<file path="src/rtl/dns_filter_engine.sv">
// dns_filter_engine: inline DNS-reflection filter for the 10G RX path.
// Parses DNS responses (suspect) and ICMP port-unreachable frames carrying an
// inner UDP header (filter), issues one lookup per matching frame, and drops
// whole frames whose lookup answers "arrest" while the frame sits in a
// fixed DELAY_DEPTH-cycle delay line.
// Optional: define DNS_FILTER_STATS_EN to build the pkt_cnt/drop_cnt counters;
// without it both read as constant 0.
module dns_filter_engine #(
  parameter int KEY_SIZE    = 96,
  parameter int DNS_PORT    = 53,
  parameter int DELAY_DEPTH = 32
) (
  input  logic                clk156,
  input  logic                eth_rst_n,
  input  logic                s_axis_tvalid,
  input  logic [63:0]         s_axis_tdata,
  input  logic [7:0]          s_axis_tkeep,
  input  logic                s_axis_tlast,
  input  logic                s_axis_tuser,
  output logic                m_axis_tvalid,
  output logic [63:0]         m_axis_tdata,
  output logic [7:0]          m_axis_tkeep,
  output logic                m_axis_tlast,
  output logic                m_axis_tuser,
  output logic [KEY_SIZE-1:0] in_key,
  output logic [3:0]          in_flag,
  output logic                in_valid,
  input  logic                out_valid,
  input  logic [3:0]          out_flag,
  output logic [31:0]         pkt_cnt,
  output logic [31:0]         drop_cnt
);

  localparam int          PW        = $clog2(DELAY_DEPTH);
  localparam int          BW        = 75;  // valid + data + keep + last + user
  localparam logic [9:0]  LAST_SLOT = 10'(DELAY_DEPTH - 1);
  localparam logic [15:0] DNS_PORT_W = 16'(DNS_PORT);

  // Byte n of a beat lives on tdata[8n+7:8n]; multi-byte fields are big-endian.
  function automatic logic [7:0] lane(input logic [63:0] d, input int n);
    return d[8*n +: 8];
  endfunction

  // Only the arrest encoding out_flag[2:1] is meaningful here.
  logic unused_flag_bits;
  assign unused_flag_bits = out_flag[3] ^ out_flag[0];

  // ---------------- parser ----------------
  logic [9:0]  bc;
  logic [15:0] ethertype;
  logic [7:0]  ihl, proto, inner_proto;
  logic [31:0] src_ip, dst_ip, l4, inner_src, inner_dst;

  // Beat counter: saturating, restarts at 0 after every tlast.
  always_ff @(posedge clk156 or negedge eth_rst_n) begin
    if (!eth_rst_n) begin
      bc <= '0;
    end else if (s_axis_tvalid) begin
      if (s_axis_tlast)        bc <= '0;
      else if (bc != 10'd1023) bc <= bc + 10'd1;
    end
  end

  // Header field capture at fixed beat positions.
  always_ff @(posedge clk156 or negedge eth_rst_n) begin
    if (!eth_rst_n) begin
      ethertype   <= '0;
      ihl         <= '0;
      proto       <= '0;
      inner_proto <= '0;
      src_ip      <= '0;
      dst_ip      <= '0;
      l4          <= '0;
      inner_src   <= '0;
      inner_dst   <= '0;
    end else if (s_axis_tvalid) begin
      case (bc)
        10'd1: begin
          ethertype <= {lane(s_axis_tdata, 4), lane(s_axis_tdata, 5)};
          ihl       <= lane(s_axis_tdata, 6);
        end
        10'd2: proto <= lane(s_axis_tdata, 7);
        10'd3: begin
          src_ip        <= {lane(s_axis_tdata, 2), lane(s_axis_tdata, 3),
                            lane(s_axis_tdata, 4), lane(s_axis_tdata, 5)};
          dst_ip[31:16] <= {lane(s_axis_tdata, 6), lane(s_axis_tdata, 7)};
        end
        10'd4: begin
          dst_ip[15:0] <= {lane(s_axis_tdata, 0), lane(s_axis_tdata, 1)};
          l4           <= {lane(s_axis_tdata, 2), lane(s_axis_tdata, 3),
                           lane(s_axis_tdata, 4), lane(s_axis_tdata, 5)};
        end
        10'd6: begin
          inner_proto      <= lane(s_axis_tdata, 3);
          inner_src[31:16] <= {lane(s_axis_tdata, 6), lane(s_axis_tdata, 7)};
        end
        10'd7: begin
          inner_src[15:0] <= {lane(s_axis_tdata, 0), lane(s_axis_tdata, 1)};
          inner_dst       <= {lane(s_axis_tdata, 2), lane(s_axis_tdata, 3),
                              lane(s_axis_tdata, 4), lane(s_axis_tdata, 5)};
        end
        default: ;
      endcase
    end
  end

  // ---------------- lookup request ----------------
  logic                qual, fire_suspect, fire_filter, fire;
  logic [KEY_SIZE-1:0] key_next;

  assign qual         = (ethertype == 16'h0800) && (ihl == 8'h45);
  // Suspect: UDP from the DNS server port with QR (byte 44 bit 7) set.
  assign fire_suspect = s_axis_tvalid && (bc == 10'd5) && qual && (proto == 8'd17) &&
                        (l4[31:16] == DNS_PORT_W) && s_axis_tdata[39];
  // Filter: ICMP type 3 code 3 quoting a UDP datagram.
  assign fire_filter  = s_axis_tvalid && (bc == 10'd8) && qual && (proto == 8'd1) &&
                        (l4[31:16] == 16'h0303) && (inner_proto == 8'd17);
  assign fire         = fire_suspect || fire_filter;

  // Key is left-justified; the low KEY_SIZE-80 bits are zero padding.
  always_comb begin
    key_next = '0;
    if (fire_filter)
      key_next[KEY_SIZE-1 -: 80] = {inner_src, inner_dst,
                                    lane(s_axis_tdata, 0), lane(s_axis_tdata, 1)};
    else
      key_next[KEY_SIZE-1 -: 80] = {src_ip, dst_ip, l4[15:0]};
  end

  // Register the one-cycle lookup strobe with its key and opcode.
  always_ff @(posedge clk156 or negedge eth_rst_n) begin
    if (!eth_rst_n) begin
      in_valid <= 1'b0;
      in_key   <= '0;
      in_flag  <= '0;
    end else begin
      in_valid <= fire;
      if (fire) begin
        in_key  <= key_next;
        in_flag <= fire_filter ? 4'b0101 : 4'b0011;
      end
    end
  end

  // ---------------- verdict slot ----------------
  logic first, slot_open, slot_active, issued, arrest, drop_acc, drop_cur, close;

  assign first       = s_axis_tvalid && (bc == 10'd0);
  assign slot_active = first || slot_open;
  // issued may be stale from the previous frame on its first beat.
  assign arrest      = out_valid && (out_flag[2:1] == 2'b10) && issued && !first && slot_active;
  assign drop_cur    = (first ? 1'b0 : drop_acc) | arrest;
  assign close       = slot_active && s_axis_tvalid && (s_axis_tlast || bc == LAST_SLOT);

  // Track slot lifetime, lookup-issued status and the accumulated drop bit.
  always_ff @(posedge clk156 or negedge eth_rst_n) begin
    if (!eth_rst_n) begin
      slot_open <= 1'b0;
      issued    <= 1'b0;
      drop_acc  <= 1'b0;
    end else begin
      slot_open <= slot_active && !close;
      drop_acc  <= drop_cur;
      if (fire)       issued <= 1'b1;
      else if (first) issued <= 1'b0;
    end
  end

  // ---------------- delay line and verdict FIFO ----------------
  logic [BW-1:0]          dline [DELAY_DEPTH];
  logic [BW-1:0]          stage_in;
  logic [DELAY_DEPTH-1:0] vfifo;
  logic [PW-1:0]          wr_ptr, rd_ptr;
  logic                   d_valid, d_last, first_out, out_in_frame, drop_lat, drop_now;

  assign stage_in = {s_axis_tvalid, s_axis_tdata, s_axis_tkeep, s_axis_tlast, s_axis_tuser};

  // Fixed-latency shift register, idle cycles included.
  always_ff @(posedge clk156 or negedge eth_rst_n) begin
    if (!eth_rst_n) begin
      for (int i = 0; i < DELAY_DEPTH; i++) dline[i] <= '0;
    end else begin
      dline[0] <= stage_in;
      for (int i = 1; i < DELAY_DEPTH; i++) dline[i] <= dline[i-1];
    end
  end

  assign d_valid   = dline[DELAY_DEPTH-1][74];
  assign d_last    = dline[DELAY_DEPTH-1][1];
  assign first_out = d_valid && !out_in_frame;
  assign drop_now  = first_out ? vfifo[rd_ptr] : drop_lat;

  // Verdict FIFO: push on slot close, pop on each frame's first output beat.
  always_ff @(posedge clk156 or negedge eth_rst_n) begin
    if (!eth_rst_n) begin
      vfifo  <= '0;
      wr_ptr <= '0;
      rd_ptr <= '0;
    end else begin
      if (close) begin
        vfifo[wr_ptr] <= drop_cur;
        wr_ptr        <= wr_ptr + 1'b1;
      end
      if (first_out) rd_ptr <= rd_ptr + 1'b1;
    end
  end

  // Hold the popped verdict for the rest of the outgoing frame.
  always_ff @(posedge clk156 or negedge eth_rst_n) begin
    if (!eth_rst_n) begin
      out_in_frame <= 1'b0;
      drop_lat     <= 1'b0;
    end else begin
      if (d_valid)   out_in_frame <= !d_last;
      if (first_out) drop_lat     <= vfifo[rd_ptr];
    end
  end

  assign m_axis_tvalid = d_valid && !drop_now;
  assign m_axis_tdata  = dline[DELAY_DEPTH-1][73:10];
  assign m_axis_tkeep  = dline[DELAY_DEPTH-1][9:2];
  assign m_axis_tlast  = d_last && !drop_now;
  assign m_axis_tuser  = dline[DELAY_DEPTH-1][0];

`ifdef DNS_FILTER_STATS_EN
  // Count frames as their last beat leaves the delay line.
  always_ff @(posedge clk156 or negedge eth_rst_n) begin
    if (!eth_rst_n) begin
      pkt_cnt  <= '0;
      drop_cnt <= '0;
    end else if (d_valid && d_last) begin
      if (drop_now) drop_cnt <= drop_cnt + 32'd1;
      else          pkt_cnt  <= pkt_cnt + 32'd1;
    end
  end
`else
  assign pkt_cnt  = '0;
  assign drop_cnt = '0;
`endif

endmodule

</file>
<file path="config.mk">
export PLATFORM = sky130hd
export DESIGN_NAME = dns_filter_engine
export DESIGN_NICKNAME = d
export VERILOG_FILES = /design/src/rtl/dns_filter_engine.sv
export SDC_FILE = /design/constraint.sdc
export NUM_CORES = 2
export LEC_CHECK = 0
export BUFFER_PORTS_ARGS = -buffer_cell sky130_fd_sc_hd__buf_2
export CORE_MARGIN = 5
export CORE_UTILIZATION = 59
export CTS_BUF_LIST = sky130_fd_sc_hd__clkbuf_16
export DETAILED_ROUTE_END_ITERATION = 16
export GPL_TIMING_DRIVEN = 1
export PLACE_DENSITY = 0.82
export SYNTH_ARGS = -nofsm -noshare
export SYNTH_HDL_FRONTEND = slang
export SYNTH_SLANG_ARGS = --single-unit
export TNS_END_PERCENT = 10
</file>
<file path="constraint.sdc">
create_clock -name clk156 -period 3.6 [get_ports clk156]
set_input_delay 0.18 -clock clk156 [delete_from_list [all_inputs] [get_ports clk156]]
set_output_delay 0.18 -clock clk156 [all_outputs]
set_load 0.005 [all_outputs]
</file>
==> metrics <==
status=finished with violations; failing checks=negative hold slack; Synth Area per Inst=21.2 sq um; core area=127000 sq um; RePlAce Congestion=0.740; Die Y=368 microns; DRT iter0 DRCs=2001; Final setup viols=0; clock tree sinks=2741; CTS root buffer=clkbuf_16; prevailing post-synth register cell=dfrtp_1; DP Wirelength=64700 microns; DR WL/cell=23.8 microns; commonest cells after routing, fill and taps aside=2740 x dfrtp_1, 242 x clkbuf_16, 237 x buf_2; register bit total from synthesis=2741; layout cells sized above 1=21.2%; CTS tree=yes; vias in the first global route=36845; Power Density=715 nW/um^2; Mapped Cells=3567; count of different cell masters after synthesis=49; VDD IR-drop max=0.498 mV; placed insts=5390; CP Capture Type=output pin; Worst-Skew Late Latency=850 ps; warnings from Yosys=0; CP most frequent cell=mux4_2; Tot Pwr=62200 uW; fin crit share=95.3%; largest net degree at the start of global routing=176; Critical Path, Cell by Cell=mux4_2 > mux4_2 > o21ai_0 > o211a_1 > buf_2; Vias/cell=5.16; DRC errors left=0; crit path max fanout=12; max_slew headroom=37.0%; minimum clock period=3430 ps; Num CTS Buffers=239; Data required, critical path=3420 ps; IO Port Bufs=238; Worst R2R Start=bc[7]; Die X=368 microns; Total Routing Usage GR=22.2%; max-slew violation count=0; sequential-to-total area share from yosys stat=90.9%; Leakage=0.0406 uW; TNS Setup=0 ps; GRT Residual Overflow=0; crit path from=rd_ptr[2]; skew final=45.1 ps; Layout Utilization=68.3%; die area=135000 sq um; CP peak stage delay=750 ps; via count=30659; Worst Max-Slew Pin Slew=944 ps; final hold vios=3; number of max-cap violations=0; critical path arrival=3250 ps; Hold WC Path Type=primary input to asynchronous set/reset pin; DRT Pass-1 Iters=5; Hold WS=-17.7 ps; Ports=322; NumNets Final=4166; Syn-to-layout area delta=15.4%; global-route wire length before repair=227000 microns; Post-synth ARST share=100%; number of antenna-violating nets in the routed design=0; Final Non-Filler Cells=5942; most common cell after layout, fill and taps aside=dfrtp_1; RSZ-0062 raised after global routing=no; Clock Pin Slew Worst Setup and Hold Paths=70 ps; Final WS setup=169 ps; Mapped Area=75400 sq um; slowest cell on the critical path=dfrtp_1; clk buf depth=3; aggregate routed wire length=141000 microns; H-tree Lvls=4; floorplan row count=131; Starting Density=59.2%; Worst Path Class, Setup=register to output pin; Setup WS pre-CTS=629 ps; EDFF count, synth=0; Critical Path Source Type=register; initial antenna violation count=3; R2R Setup Slk=520 ps; Fmax achieved=0.291 GHz
==> cell type report <==
| class | instances | area (sq um) |
|---|---|---|
| inverters | 8 | 30.0 |
| diodes | 3 | 7.51 |
| repair buffers | 416 | 3130 |
| fillers | 7222 | 40300 |
| multi-input cells | 669 | 5660 |
| clock buffers | 242 | 6060 |
| well taps | 1662 | 2080 |
| flip-flops and latches | 2741 | 68600 |
| clock inverters | 201 | 1480 |
==> critical path, delay by kind of cell, from the launching register on <==
family	cells	cell delay, ps
multiplexers	2	920
AO/OA/AOI/OAI	2	580
buffers and inverters	1	170
flip-flops	1	750
==> cell usage after synthesis, types with 2 or more instances <==
master | number | area, sq um
nor3b_1 | 4 | 30.0
inv_1 | 8 | 30.0
nand2_1 | 25 | 93.8
nand3_1 | 40 | 200
buf_6 | 7 | 78.8
nand2b_1 | 5 | 31.3
o22ai_1 | 80 | 500
a21oi_1 | 13 | 65.1
nor2_1 | 8 | 30.0
o211a_1 | 2 | 20.0
and3_1 | 3 | 18.8
nand4_1 | 9 | 56.3
mux4_2 | 8 | 180
a2bb2oi_2 | 21 | 315
and4_1 | 2 | 17.5
buf_4 | 157 | 1180
ha_1 | 9 | 113
buf_1 | 7 | 26.3
dfrtp_1 | 2741 | 68600
nor4b_1 | 3 | 26.3
mux2_2 | 234 | 2640
clkbuf_1 | 50 | 188
xnor2_1 | 10 | 87.6
nor4bb_1 | 2 | 20.0
nor4_1 | 10 | 62.6
o221ai_1 | 2 | 17.5
buf_2 | 8 | 40.0
nor3_1 | 9 | 45.0
or2_2 | 2 | 12.5
a2bb2oi_1 | 59 | 517
o21ai_0 | 10 | 50.1
and3b_1 | 2 | 17.5
==> path summary, 6_finish.rpt <==
| kind | end | cells after the start |
|---|---|---|
| max | m_axis_tlast | 5 |
| min | dline[309] | 2 |
| max reg2reg | vfifo[27] | 5 |
| min reg2reg | dline[1269] | 0 |
| max in group asynchronous | dline[573] | 3 |
| min in group clk156 | dline[2353] | 2 |
==> through the flow <==
| step | area, sq um | hold slack (ps) |
|---|---|---|
| after floorplan | 75700 | -116 |
| after global placement | 78400 | 280 |
| after detailed placement | 78400 | 290 |
| after CTS | 87000 | 0.428 |
| after global routing | 87000 | 55.2 |
| final | 87000 | -17.7 |
==> flip-flops by register name, summed over array words and instances (netlist names), 32 cells and up <==
signal / count
m_axis_tdata: 64
l4: 32
dline: 2325
dst_ip: 32
in_key: 80
inner_src: 32
vfifo: 32
inner_dst: 32
src_ip: 32
==> metal layers <==
layer	routed length [microns]	GRT usage [%]
met5	0	0
met4	5140	8.48
met3	6650	3.87
met2	79000	40.1
met1	50400	26.9
==> where the power goes <==
group	internal (uW)	leakage (uW)	switching [uW]
logic	1260	0.00427	1500
registers	33200	0.0324	1380
clock network	13600	0.00395	11300
==> timing repair <==
action | CTS | global route
gates resized for setup | 1 | 1
hold buffers | 106 | 0
cloned | 0 | 0
endpoints found under the hold margin | 497 | 0
buffers inserted | 0 | 0
setup endpoints to repair | 2 | 1
==> kinds of logic (layout without fill, tap and decap cells) <==
family	after synthesis	in the layout	share of synthesized area [%]
AOI/OAI and AO/OA	195	195	2.06
muxes	243	243	3.74
and+or+nand+nor	130	130	0.954
other	1	84	0.00497
buffers and inverters	237	867	2.04
DFF	2741	2741	90.9
xor gates and xnor gates	11	11	0.128
adders and majority gates	9	9	0.149
No activity file was read; power rests on OpenSTA's default activity.
